--- config.mk ---
export PLATFORM = sky130hd
export DESIGN_NAME = dragon_sprite_renderer_flat
export DESIGN_NICKNAME = d
export VERILOG_FILES = /design/src/rtl/dragon_pkg.sv /design/src/rtl/dragon_sprite_renderer_if.sv /design/src/rtl/dragon_sprite_rom.sv /design/src/rtl/dragon_sprite_renderer.sv /design/src/flat_wrapper.sv
export SDC_FILE = /design/constraint.sdc
export NUM_CORES = 1
export LEC_CHECK = 0
export CORE_MARGIN = 2
export CORE_UTILIZATION = 51
export CTS_CLUSTER_DIAMETER = 80
export CTS_CLUSTER_SIZE = 30
export DETAILED_ROUTE_END_ITERATION = 16
export HOLD_SLACK_MARGIN = 0.03
export PLACE_DENSITY = 0.83
export SLEW_MARGIN = 0
export SYNTH_ARGS = -nofsm -noshare
export SYNTH_HDL_FRONTEND = slang
export SYNTH_SLANG_ARGS = --single-unit
--- constraint.sdc ---
create_clock -name clk -period 3.4 [get_ports clk]
set_input_delay 0.34 -clock clk [delete_from_list [all_inputs] [get_ports clk]]
set_output_delay 0.34 -clock clk [all_outputs]
set_load 0.02 [all_outputs]
--- src/rtl/dragon_pkg.sv ---
// dragon_pkg: segment word layout, orientation/kind codes and colours shared with Snake_Top
package dragon_pkg;
  localparam int GRID = 16;
  localparam int SEGS = 7;
  localparam int SEG_W = 10;
  localparam int ORI_HI = 9;
  localparam int ORI_LO = 8;
  localparam int TX_HI = 7;
  localparam int TX_LO = 4;
  localparam int TY_HI = 3;
  localparam int TY_LO = 0;
  typedef enum logic [1:0] {ORI_UP, ORI_RIGHT, ORI_DOWN, ORI_LEFT} orient_t;
  typedef enum logic [1:0] {HEAD, BODY, TAIL} kind_t;
  localparam logic [5:0] COL_HEAD = 6'b110100;
  localparam logic [5:0] COL_BODY = 6'b001100;
  localparam logic [5:0] COL_TAIL = 6'b001000;
  function automatic logic [2:0] top_bit(logic [SEGS-1:0] e);
    top_bit = '0;
    for (int i = 0; i < SEGS; i++) if (e[i]) top_bit = 3'(i);
  endfunction
  function automatic logic [5:0] kind_color(kind_t k);
    return k == HEAD ? COL_HEAD : k == BODY ? COL_BODY : k == TAIL ? COL_TAIL : 6'd0;
  endfunction
endpackage

--- src/rtl/dragon_sprite_renderer_if.sv ---
// dragon_sprite_renderer_if: frame/pixel inputs and pixel outputs of the renderer
interface dragon_sprite_renderer_if;
  import dragon_pkg::*;
  logic vsync;
  logic [SEG_W-1:0] Dragon_1, Dragon_2, Dragon_3, Dragon_4, Dragon_5, Dragon_6, Dragon_7;
  logic [SEGS-1:0] Display_en;
  logic pix_valid;
  logic [9:0] pix_x, pix_y;
  logic out_valid, dragon_pixel;
  logic [5:0] dragon_color;
  modport master(output vsync, Dragon_1, Dragon_2, Dragon_3, Dragon_4, Dragon_5, Dragon_6, Dragon_7,
                 Display_en, pix_valid, pix_x, pix_y, input out_valid, dragon_pixel, dragon_color);
  modport slave(input vsync, Dragon_1, Dragon_2, Dragon_3, Dragon_4, Dragon_5, Dragon_6, Dragon_7,
                Display_en, pix_valid, pix_x, pix_y, output out_valid, dragon_pixel, dragon_color);
endinterface

--- src/rtl/dragon_sprite_rom.sv ---
// dragon_sprite_rom: 8x8 bitmaps for head/body/tail in the up orientation, MSB is column 0
module dragon_sprite_rom
  import dragon_pkg::*;
(
  input  kind_t      kind,
  input  logic [2:0] row,
  output logic [7:0] bits
);
  localparam logic [0:7][7:0] HEAD_ROM = {8'b00011000, 8'b00111100, 8'b01111110, 8'b11011011,
                                          8'b11111111, 8'b11111111, 8'b01111110, 8'b00100100};
  localparam logic [0:7][7:0] BODY_ROM = {8'b01111110, 8'b11111111, 8'b11100111, 8'b11000011,
                                          8'b11000011, 8'b11100111, 8'b11111111, 8'b01111110};
  localparam logic [0:7][7:0] TAIL_ROM = {8'b01111110, 8'b01111110, 8'b00111100, 8'b00111100,
                                          8'b00011000, 8'b00011000, 8'b00011000, 8'b00010000};
  // row fetch for the selected segment kind
  always_comb bits = kind == HEAD ? HEAD_ROM[row] : kind == BODY ? BODY_ROM[row] :
                     kind == TAIL ? TAIL_ROM[row] : 8'h00;
endmodule

--- src/rtl/dragon_sprite_renderer.sv ---
// dragon_sprite_renderer: per-frame segment snapshot and 3-stage dragon sprite pixel pipeline
module dragon_sprite_renderer
  import dragon_pkg::*;
#(
  parameter int X_OFFSET = 64,
  parameter int Y_OFFSET = 0,
  parameter int TILE_SHIFT = 5
) (
  input logic clk,
  input logic reset,
  dragon_sprite_renderer_if.slave bus
);
  logic [SEG_W-1:0] din [SEGS];
  logic [SEG_W-1:0] seg [SEGS];
  logic [SEGS-1:0] en;
  logic [2:0] tail, vs;
  logic [10:0] dx, dy;
  logic in_grid, unused_low;
  logic v1, g1, v2, g2, h2;
  logic [3:0] tx1, ty1;
  logic [2:0] sx1, sy1, sx2, sy2, idx, col, row;
  logic hit;
  orient_t ori, o2;
  kind_t kind, k2;
  logic [7:0] rbits;
  assign din = '{bus.Dragon_1, bus.Dragon_2, bus.Dragon_3, bus.Dragon_4, bus.Dragon_5, bus.Dragon_6,
                 bus.Dragon_7};
  // vsync synchroniser and frame snapshot on its rising edge
  always_ff @(posedge clk) begin
    if (reset) begin
      vs <= '0;
      en <= '0;
      tail <= '0;
      for (int i = 0; i < SEGS; i++) seg[i] <= '0;
    end else begin
      vs <= {vs[1:0], bus.vsync};
      if (vs[1] & ~vs[2]) begin
        seg <= din;
        en <= bus.Display_en;
        tail <= top_bit(bus.Display_en);
      end
    end
  end
  assign dx = {1'b0, bus.pix_x} - 11'(X_OFFSET);
  assign dy = {1'b0, bus.pix_y} - 11'(Y_OFFSET);
  assign in_grid = !dx[10] && !dy[10] && (dx >> TILE_SHIFT) < 11'(GRID) && (dy >> TILE_SHIFT) < 11'(GRID);
  assign unused_low = ^{dx[TILE_SHIFT-4:0], dy[TILE_SHIFT-4:0]};
  // stage 1: grid-relative tile and sub-tile sprite coordinates
  always_ff @(posedge clk) begin
    if (reset) begin
      v1 <= 1'b0;
      g1 <= 1'b0;
      tx1 <= '0;
      ty1 <= '0;
      sx1 <= '0;
      sy1 <= '0;
    end else begin
      v1 <= bus.pix_valid;
      g1 <= in_grid;
      tx1 <= dx[TILE_SHIFT+3:TILE_SHIFT];
      ty1 <= dy[TILE_SHIFT+3:TILE_SHIFT];
      sx1 <= dx[TILE_SHIFT-1:TILE_SHIFT-3];
      sy1 <= dy[TILE_SHIFT-1:TILE_SHIFT-3];
    end
  end
  // tile match against all enabled segments, lowest index wins so the head stays on top
  always_comb begin
    hit = 1'b0;
    idx = '0;
    ori = ORI_UP;
    for (int i = SEGS - 1; i >= 0; i--)
      if (en[i] && seg[i][TX_HI:TX_LO] == tx1 && seg[i][TY_HI:TY_LO] == ty1) begin
        hit = 1'b1;
        idx = 3'(i);
        ori = orient_t'(seg[i][ORI_HI:ORI_LO]);
      end
    kind = idx == 3'd0 ? HEAD : (idx == tail && tail != 3'd0) ? TAIL : BODY;
  end
  // stage 2: register match result with the sprite coordinates
  always_ff @(posedge clk) begin
    if (reset) begin
      v2 <= 1'b0;
      g2 <= 1'b0;
      h2 <= 1'b0;
      k2 <= HEAD;
      o2 <= ORI_UP;
      sx2 <= '0;
      sy2 <= '0;
    end else begin
      v2 <= v1;
      g2 <= g1;
      h2 <= hit;
      k2 <= kind;
      o2 <= ori;
      sx2 <= sx1;
      sy2 <= sy1;
    end
  end
  // rotate screen-space (u,v) into up-facing ROM (column,row)
  always_comb begin
    col = o2 == ORI_UP ? sx2 : o2 == ORI_RIGHT ? sy2 : o2 == ORI_DOWN ? ~sx2 : ~sy2;
    row = o2 == ORI_UP ? sy2 : o2 == ORI_RIGHT ? ~sx2 : o2 == ORI_DOWN ? ~sy2 : sx2;
  end
  dragon_sprite_rom rom (.kind(k2), .row(row), .bits(rbits));
  // stage 3: registered pixel and colour
  always_ff @(posedge clk) begin
    if (reset) begin
      bus.out_valid <= 1'b0;
      bus.dragon_pixel <= 1'b0;
      bus.dragon_color <= '0;
    end else begin
      bus.out_valid <= v2;
      bus.dragon_pixel <= v2 & g2 & h2 & rbits[~col];
      bus.dragon_color <= (v2 & g2 & h2 & rbits[~col]) ? kind_color(k2) : 6'd0;
    end
  end
endmodule

--- src/flat_wrapper.sv ---
// flat-port wrapper written by rule: the top's interface ports become plain ports
module dragon_sprite_renderer_flat import dragon_pkg::*;
#(
  parameter int X_OFFSET = 64,
  parameter int Y_OFFSET = 0,
  parameter int TILE_SHIFT = 5
)
  (clk, reset, bus_vsync, bus_Dragon_1, bus_Dragon_2, bus_Dragon_3, bus_Dragon_4, bus_Dragon_5, bus_Dragon_6, bus_Dragon_7, bus_Display_en, bus_pix_valid, bus_pix_x, bus_pix_y, bus_out_valid, bus_dragon_pixel, bus_dragon_color);
  dragon_sprite_renderer_if bus_i ();
  input logic clk;
  input logic reset;
  input wire logic [$bits(bus_i.vsync)-1:0] bus_vsync;
  input wire logic [$bits(bus_i.Dragon_1)-1:0] bus_Dragon_1;
  input wire logic [$bits(bus_i.Dragon_2)-1:0] bus_Dragon_2;
  input wire logic [$bits(bus_i.Dragon_3)-1:0] bus_Dragon_3;
  input wire logic [$bits(bus_i.Dragon_4)-1:0] bus_Dragon_4;
  input wire logic [$bits(bus_i.Dragon_5)-1:0] bus_Dragon_5;
  input wire logic [$bits(bus_i.Dragon_6)-1:0] bus_Dragon_6;
  input wire logic [$bits(bus_i.Dragon_7)-1:0] bus_Dragon_7;
  input wire logic [$bits(bus_i.Display_en)-1:0] bus_Display_en;
  input wire logic [$bits(bus_i.pix_valid)-1:0] bus_pix_valid;
  input wire logic [$bits(bus_i.pix_x)-1:0] bus_pix_x;
  input wire logic [$bits(bus_i.pix_y)-1:0] bus_pix_y;
  output wire logic [$bits(bus_i.out_valid)-1:0] bus_out_valid;
  output wire logic [$bits(bus_i.dragon_pixel)-1:0] bus_dragon_pixel;
  output wire logic [$bits(bus_i.dragon_color)-1:0] bus_dragon_color;
  assign bus_i.vsync = bus_vsync;
  assign bus_i.Dragon_1 = bus_Dragon_1;
  assign bus_i.Dragon_2 = bus_Dragon_2;
  assign bus_i.Dragon_3 = bus_Dragon_3;
  assign bus_i.Dragon_4 = bus_Dragon_4;
  assign bus_i.Dragon_5 = bus_Dragon_5;
  assign bus_i.Dragon_6 = bus_Dragon_6;
  assign bus_i.Dragon_7 = bus_Dragon_7;
  assign bus_i.Display_en = bus_Display_en;
  assign bus_i.pix_valid = bus_pix_valid;
  assign bus_i.pix_x = bus_pix_x;
  assign bus_i.pix_y = bus_pix_y;
  assign bus_out_valid = bus_i.out_valid;
  assign bus_dragon_pixel = bus_i.dragon_pixel;
  assign bus_dragon_color = bus_i.dragon_color;
  dragon_sprite_renderer #(.X_OFFSET(X_OFFSET), .Y_OFFSET(Y_OFFSET), .TILE_SHIFT(TILE_SHIFT)) u_core (.clk(clk), .reset(reset), .bus(bus_i));
endmodule
==> results of run 1 <==
cells by family after synthesis:
family / Yosys count
mux: 4
simple gates: 282
compound gates: 124
other cells: 1
xor+xnor: 65
buf+inv: 56
flops: 117
fa+ha+maj: 7
routing by layer:
layer  track usage [%]  up-vias
li1                  -     2330
met5                 0        -
met3              5.07       39
met2              44.1      195
met1              28.6     2186
met4              9.40        0
metrics by stage:
step / area (sq um) / instances / utilization, %
CTS: 6860 / 884 / 67.4
floorplan: 5290 / 657 / -
global route: 6860 / 884 / 67.4
global placement: 6310 / 852 / 62.0
finish: 6860 / 884 / 67.4
detailed placement: 6310 / 852 / 62.0
worst max-delay path: stages (launching register included):
cell	delay (ps)
dfxtp_1	510
nor2_1	120
nor3_1	440
or2_2	210
ha_1	180
inv_1	80
a21oi_1	150
a21oi_1	70
o311ai_0	400
a21oi_1	120
a311oi_1	490
nor4_1	140
cell type report:
| type | count | area (sq um) |
|---|---|---|
| clock buffer | 18 | 418 |
| clock inverter | 14 | 131 |
| fill | 820 | 3320 |
| inverter | 11 | 41.3 |
| multi-input combinational | 484 | 2720 |
| sequential | 117 | 2340 |
| tap | 136 | 170 |
| timing repair buffer | 104 | 1050 |
report_power, final:
group | internal (W) | total [W] | leakage (nW) | switching [W]
sequential | 0.00142 | 0.00148 | 0.954 | 0.0000552
clock | 0.000973 | 0.00163 | 0.258 | 0.000659
combinational | 0.000203 | 0.000368 | 1.18 | 0.000166
total | 0.00260 | 0.00348 | 2.39 | 0.000880
cell usage in the layout, fill, tap and decap left out, types with 11 or more instances in the layout:
cell / n
clkbuf_16: 16
nand3_1: 13
xnor2_1: 63
dfxtp_1: 117
a21oi_1: 92
nand2_1: 168
nor2b_1: 28
clkdlybuf4s50_1: 101
nor3_1: 17
nand4_1: 12
inv_1: 11
nor2_1: 18
worst paths after layout:
path	slack (ps)	to	cells past startpoint	from
worst max register to register	330	u_core.bus.dragon_color[3]	11	u_core.o2[0]
worst min-delay path	370	u_core.seg[57]	3	bus_Dragon_2[7]
worst min register to register	440	u_core.sy2[0]	1	u_core.sy1[0]
worst max-delay path	330	u_core.bus.dragon_color[3]	11	u_core.o2[0]
state kept, by name, indices dropped and copies added, names as in the netlist, 2 cells and up:
name	count
u_core.o2	2
u_core.seg	70
u_core.sy2	3
u_core.k2	2
u_core.tail	3
u_core.en	7
u_core.ty1	4
u_core.tx1	4
u_core.vs	3
u_core.sx1	3
u_core.sx2	3
u_core.bus.dragon_color	3
u_core.sy1	3
==> run metrics, run 1 <==
ANT cells=0; status=finished clean; die area=0.0112 sq mm; f_max=326 MHz; H-tree Lvls=4; Port-buffer cells=102; GRT Util Overall=roughly a quarter; Hold Fails Final Rpt=0; largest net degree at the start of global routing=111; sequential share of the synthesized area=44.3%; most frequent cell after synthesis=nand2_1; largest family of logic cells by synthesized area=simple AND/OR/NAND/NOR gates; drt via density=5.37; Pwr Density=507 mW/mm^2; top sig layer=met4; nets=843; initial antenna violation count=0; Total Power=0.00348 W; DRC Markers=0; wire per inst=15.2 microns; simple-gate share of the synthesized area=roughly 24%; Synth async-reset ratio=0%; drt total wl=13400 microns; number of global-route vias before repair=~4800; Setup Buffers After CTS=0; Synth-to-Final Area Change=30.0%; Synth Flop Type=dfxtp_1; Pre-Repair DR Iteration Count=7; Setup CP Type=reg -> reg; EDFF count, synth=0; Max-cap violations=0; WP data required=3770 ps; Critical Path Fanout Max=9; flops & latches, synth=117; dpl ws=388 ps; Final period util=90.2%; setup violators final=0; Compound-Gate Fraction of Synth Area=13.6%; clock buffer depth=2; # IOs=~110; VDD IR-drop max=0.344 mV; mean post-synth cell area=just over 8 sq um; post-synth top area cell=dfxtp_1; startpoint types=flop; first-pass GRT wire length=21800 microns; Area contributors post-synth=dfxtp_1 (44%), nand2_1 (12%), xnor2_1 (10%), a21oi_1 (8.7%), nor2b_1 (3.4%); Leak Pwr=around 2.4 nW; Initial Util=51.9%; wl on met1=5440 microns; 1st-iter DRT viols=between 200 and 300; Overflow after GRT=0; pins over their slew limit=0; Post-Synth Adder-Cell Area=1.66%; core region area=0.0102 sq mm; met3 wire len=848 microns; clk root buf=clkbuf_8; post-synth top area share=44.3%; die span in y=106 microns; Post-CTS Hold Buffers=0; hold slack=approximately 370 ps; top cells by count, synth=nand2_1 (168), dfxtp_1 (117), a21oi_1 (92); Final GP Congestion=0.925; post-layout min period=3070 ps; Post-Synth XOR/XNOR Area=roughly 11%; Setup WS post-layout=333 ps; Worst setup EP type=flop; Final ANT Viol Nets=0; row count=37; Clk pin slew, worst setup/hold paths=60 ps; Worst-Skew Late Latency=520 ps; Data arrival, critical path=3440 ps; WL met2=6780 microns; CTS Buf Count=17; Detail Placement HPWL=~9000 microns; post-synthesis mux area share=0.782%; DR vias=between 4000 and 5000; Netlist Area Pre-Place=0.00528 sq mm; number of synthesis warnings=0; setup_tns=0 ps; Max Clock Skew=between 10 and 15 ps; layout cell share with drive strength beyond 1=approximately 5.6%; CTS tree=yes; post_cts resized=0; Cells after Synth=656; worst min-delay path class=in -> reg; Rel. slew slack=a little over a quarter; Worst-Margin Slew=~1100 ps; RSZ-0062 raised after global routing=no; Die W=roughly 110 microns; clock sink total=between 100 and 150; Synth cell types=48
No activity file was read; power rests on OpenSTA's default activity.
==> run 2, diff against run 1 <==
--- a/config.mk
+++ b/config.mk
@@ -11,7 +11,7 @@
 export CTS_CLUSTER_SIZE = 30
 export DETAILED_ROUTE_END_ITERATION = 16
 export HOLD_SLACK_MARGIN = 0.03
-export PLACE_DENSITY = 0.83
+export PLACE_DENSITY = 0.84
 export SLEW_MARGIN = 0
 export SYNTH_ARGS = -nofsm -noshare
 export SYNTH_HDL_FRONTEND = slang
==> run metrics, run 2 (synthesized netlist as in run 1, its figures left out) <==
CP peak stage delay=530 ps; power share of the sequential group=42.9%; Final ANT Viol Nets=0; f_max=315 MHz; worst min-delay path class=in -> reg; Hold Path Origin=bus_Dragon_4[5]; Largest register FFs=70; Detail Placement HPWL=8940 microns; Pre-Repair DR Iteration Count=5; WP data required=between 3000 and 4000 ps; drt total wl=13300 microns; most frequent cell on the critical path=a21oi_1; Pwr Density=502 mW/mm^2; pins over their slew limit=0; setup violators final=0; most frequent cells in the layout=nand2_1 (168), dfxtp_1 (117), clkdlybuf4s50_1 (101), a21oi_1 (92), xnor2_1 (63); # IOs=around 110; VDD IR-drop max=0.285 mV; ANT cells=0; largest net degree at the start of global routing=111; Setup CP Type=reg -> reg; Synth-to-Final Area Change=29.7%; Worst path slowest cell=dfxtp_1; Worst-Skew Late Latency=between 500 and 600 ps; Final GP Congestion=0.916; nets=around 850; Max Clock Skew=between 7 and 8 ps; status=finished clean; Clock Power Share=46.3%; DR vias=4749; Data arrival, critical path=3540 ps; Port-buffer cells=102; row count=37; clock sink total=117; P_int=0.00262 W; Worst-Margin Slew=around 1100 ps; NetSw=0.000821 W; CTS tree=yes; core region area=0.0102 sq mm; drt via density=5.37; post-layout min period=3170 ps; 1st-iter DRT viols=339; Post-CTS Hold Buffers=0; post_cts resized=0; dpl cell area=between 0.006 and 0.007 sq mm; RSZ-0062 raised after global routing=no; CTS Buf Count=17; Leak Pwr=2.39 nW; Critical Path Fanout Max=9; GRT Util Overall=24.2%; first-pass GRT wire length=21300 microns; layout cell share with drive strength beyond 1=5.47%; wire per inst=15.0 microns; Max-cap violations=0; Clk pin slew, worst setup/hold paths=60 ps; initial antenna violation count=0; die span in y=roughly 110 microns; Final period util=93.3%; Worst setup EP type=flop; Hold Fails Final Rpt=0; setup_tns=0 ps; startpoint types=flop; DRC Markers=0; Setup WS post-layout=229 ps; FF-to-FF Start=u_core.o2[0]; Rel. slew slack=26.7%; number of global-route vias before repair=4686; clk root buf=clkbuf_8; dpl ws=398 ps; sw frac=23.9%; Die W=106 microns; die area=0.0112 sq mm; commonest non-fill, non-tap cell in the layout=nand2_1; leading registers by flop count=u_core.seg: 70 flops, u_core.en: 7 flops; Gate power share=10.8%; Setup Buffers After CTS=0; critical path cell sequence=nor2_1 -> nor3_1 -> or2_2 -> ha_1 -> inv_1 -> a21oi_1 -> a21oi_1 -> o311ai_0 -> a21oi_1 -> a311oi_1 -> nor4b_1; crit path launch=u_core.o2[0]; Biggest register=u_core.seg; Initial Util=51.9%; post-route cell area=0.00685 sq mm; H-tree Lvls=4; clock buffer depth=2; Overflow after GRT=0
## run 2: changes by cell type in the layout (fill, tap and decap cells not counted), sizes merged
| cell | previous run | this run |
|---|---|---|
| clkbuf | 18 | 22 |
| clkinv | 7 | 4 |
| inv | 13 | 11 |
| buf | 3 | 5 |
## run 2: cell type report
| type | count | area (sq um) |
|---|---|---|
| clock buffers | 22 | 453 |
| well taps | 136 | 170 |
| repair buffers | 106 | 1050 |
| flip-flops and latches | 117 | 2340 |
| inverters | 11 | 41.3 |
| fillers | 791 | 3330 |
| multi-input cells | 484 | 2720 |
| clock inverters | 9 | 80.1 |
## run 2: final timing paths
| check | end | slack, ps | cells past startpoint |
|---|---|---|---|
| hold reg to reg | u_core.sx2[0] | 430 | 1 |
| setup reg to reg | u_core.bus.dragon_color[2] | 230 | 11 |
| setup / recovery | u_core.bus.dragon_color[2] | 230 | 11 |
| hold / removal | u_core.seg[35] | 370 | 3 |
## run 2: worst max-delay path, delay by kind of cell (launching register included)
kind                     cells  cell delay (ps)
buffers and inverters        1               80
flip-flops                   1              530
AO/OA/AOI/OAI                5             1320
AND/OR/NAND/NOR              4              910
adder cells (fa/ha/maj)      1              180
## run 2: power by group through the flow
stage          registers (W)  logic (W)  clock network (W)
2_1_floorplan        0.00147   0.000227                  0
3_3_place_gp         0.00150   0.000347                  0
3_5_place_dp         0.00150   0.000360                  0
4_1_cts              0.00148   0.000367            0.00161
5_1_grt              0.00148   0.000406            0.00166
6_report             0.00148   0.000370            0.00159
## run 2: metal layers
| layer | up-vias | GRT usage, % | wire [microns] |
|---|---|---|---|
| met5 | - | 0 | 0 |
| met4 | 0 | 10.2 | 332 |
| met3 | 37 | 6.31 | 893 |
| met2 | 176 | 42.4 | 6630 |
| met1 | 2197 | 27.9 | 5430 |
| li1 | 2339 | - | - |
## run 2: metrics by stage
stage               std cells  hold WS [ps]  power (W)  utilization, %
floorplan                 657           412    0.00170               -
global placement          854           427    0.00185            62.0
detailed placement        854           424    0.00186            62.0
CTS                       885           362    0.00345            67.3
global route              885           368    0.00355            67.3
finish                    885           374    0.00344            67.3
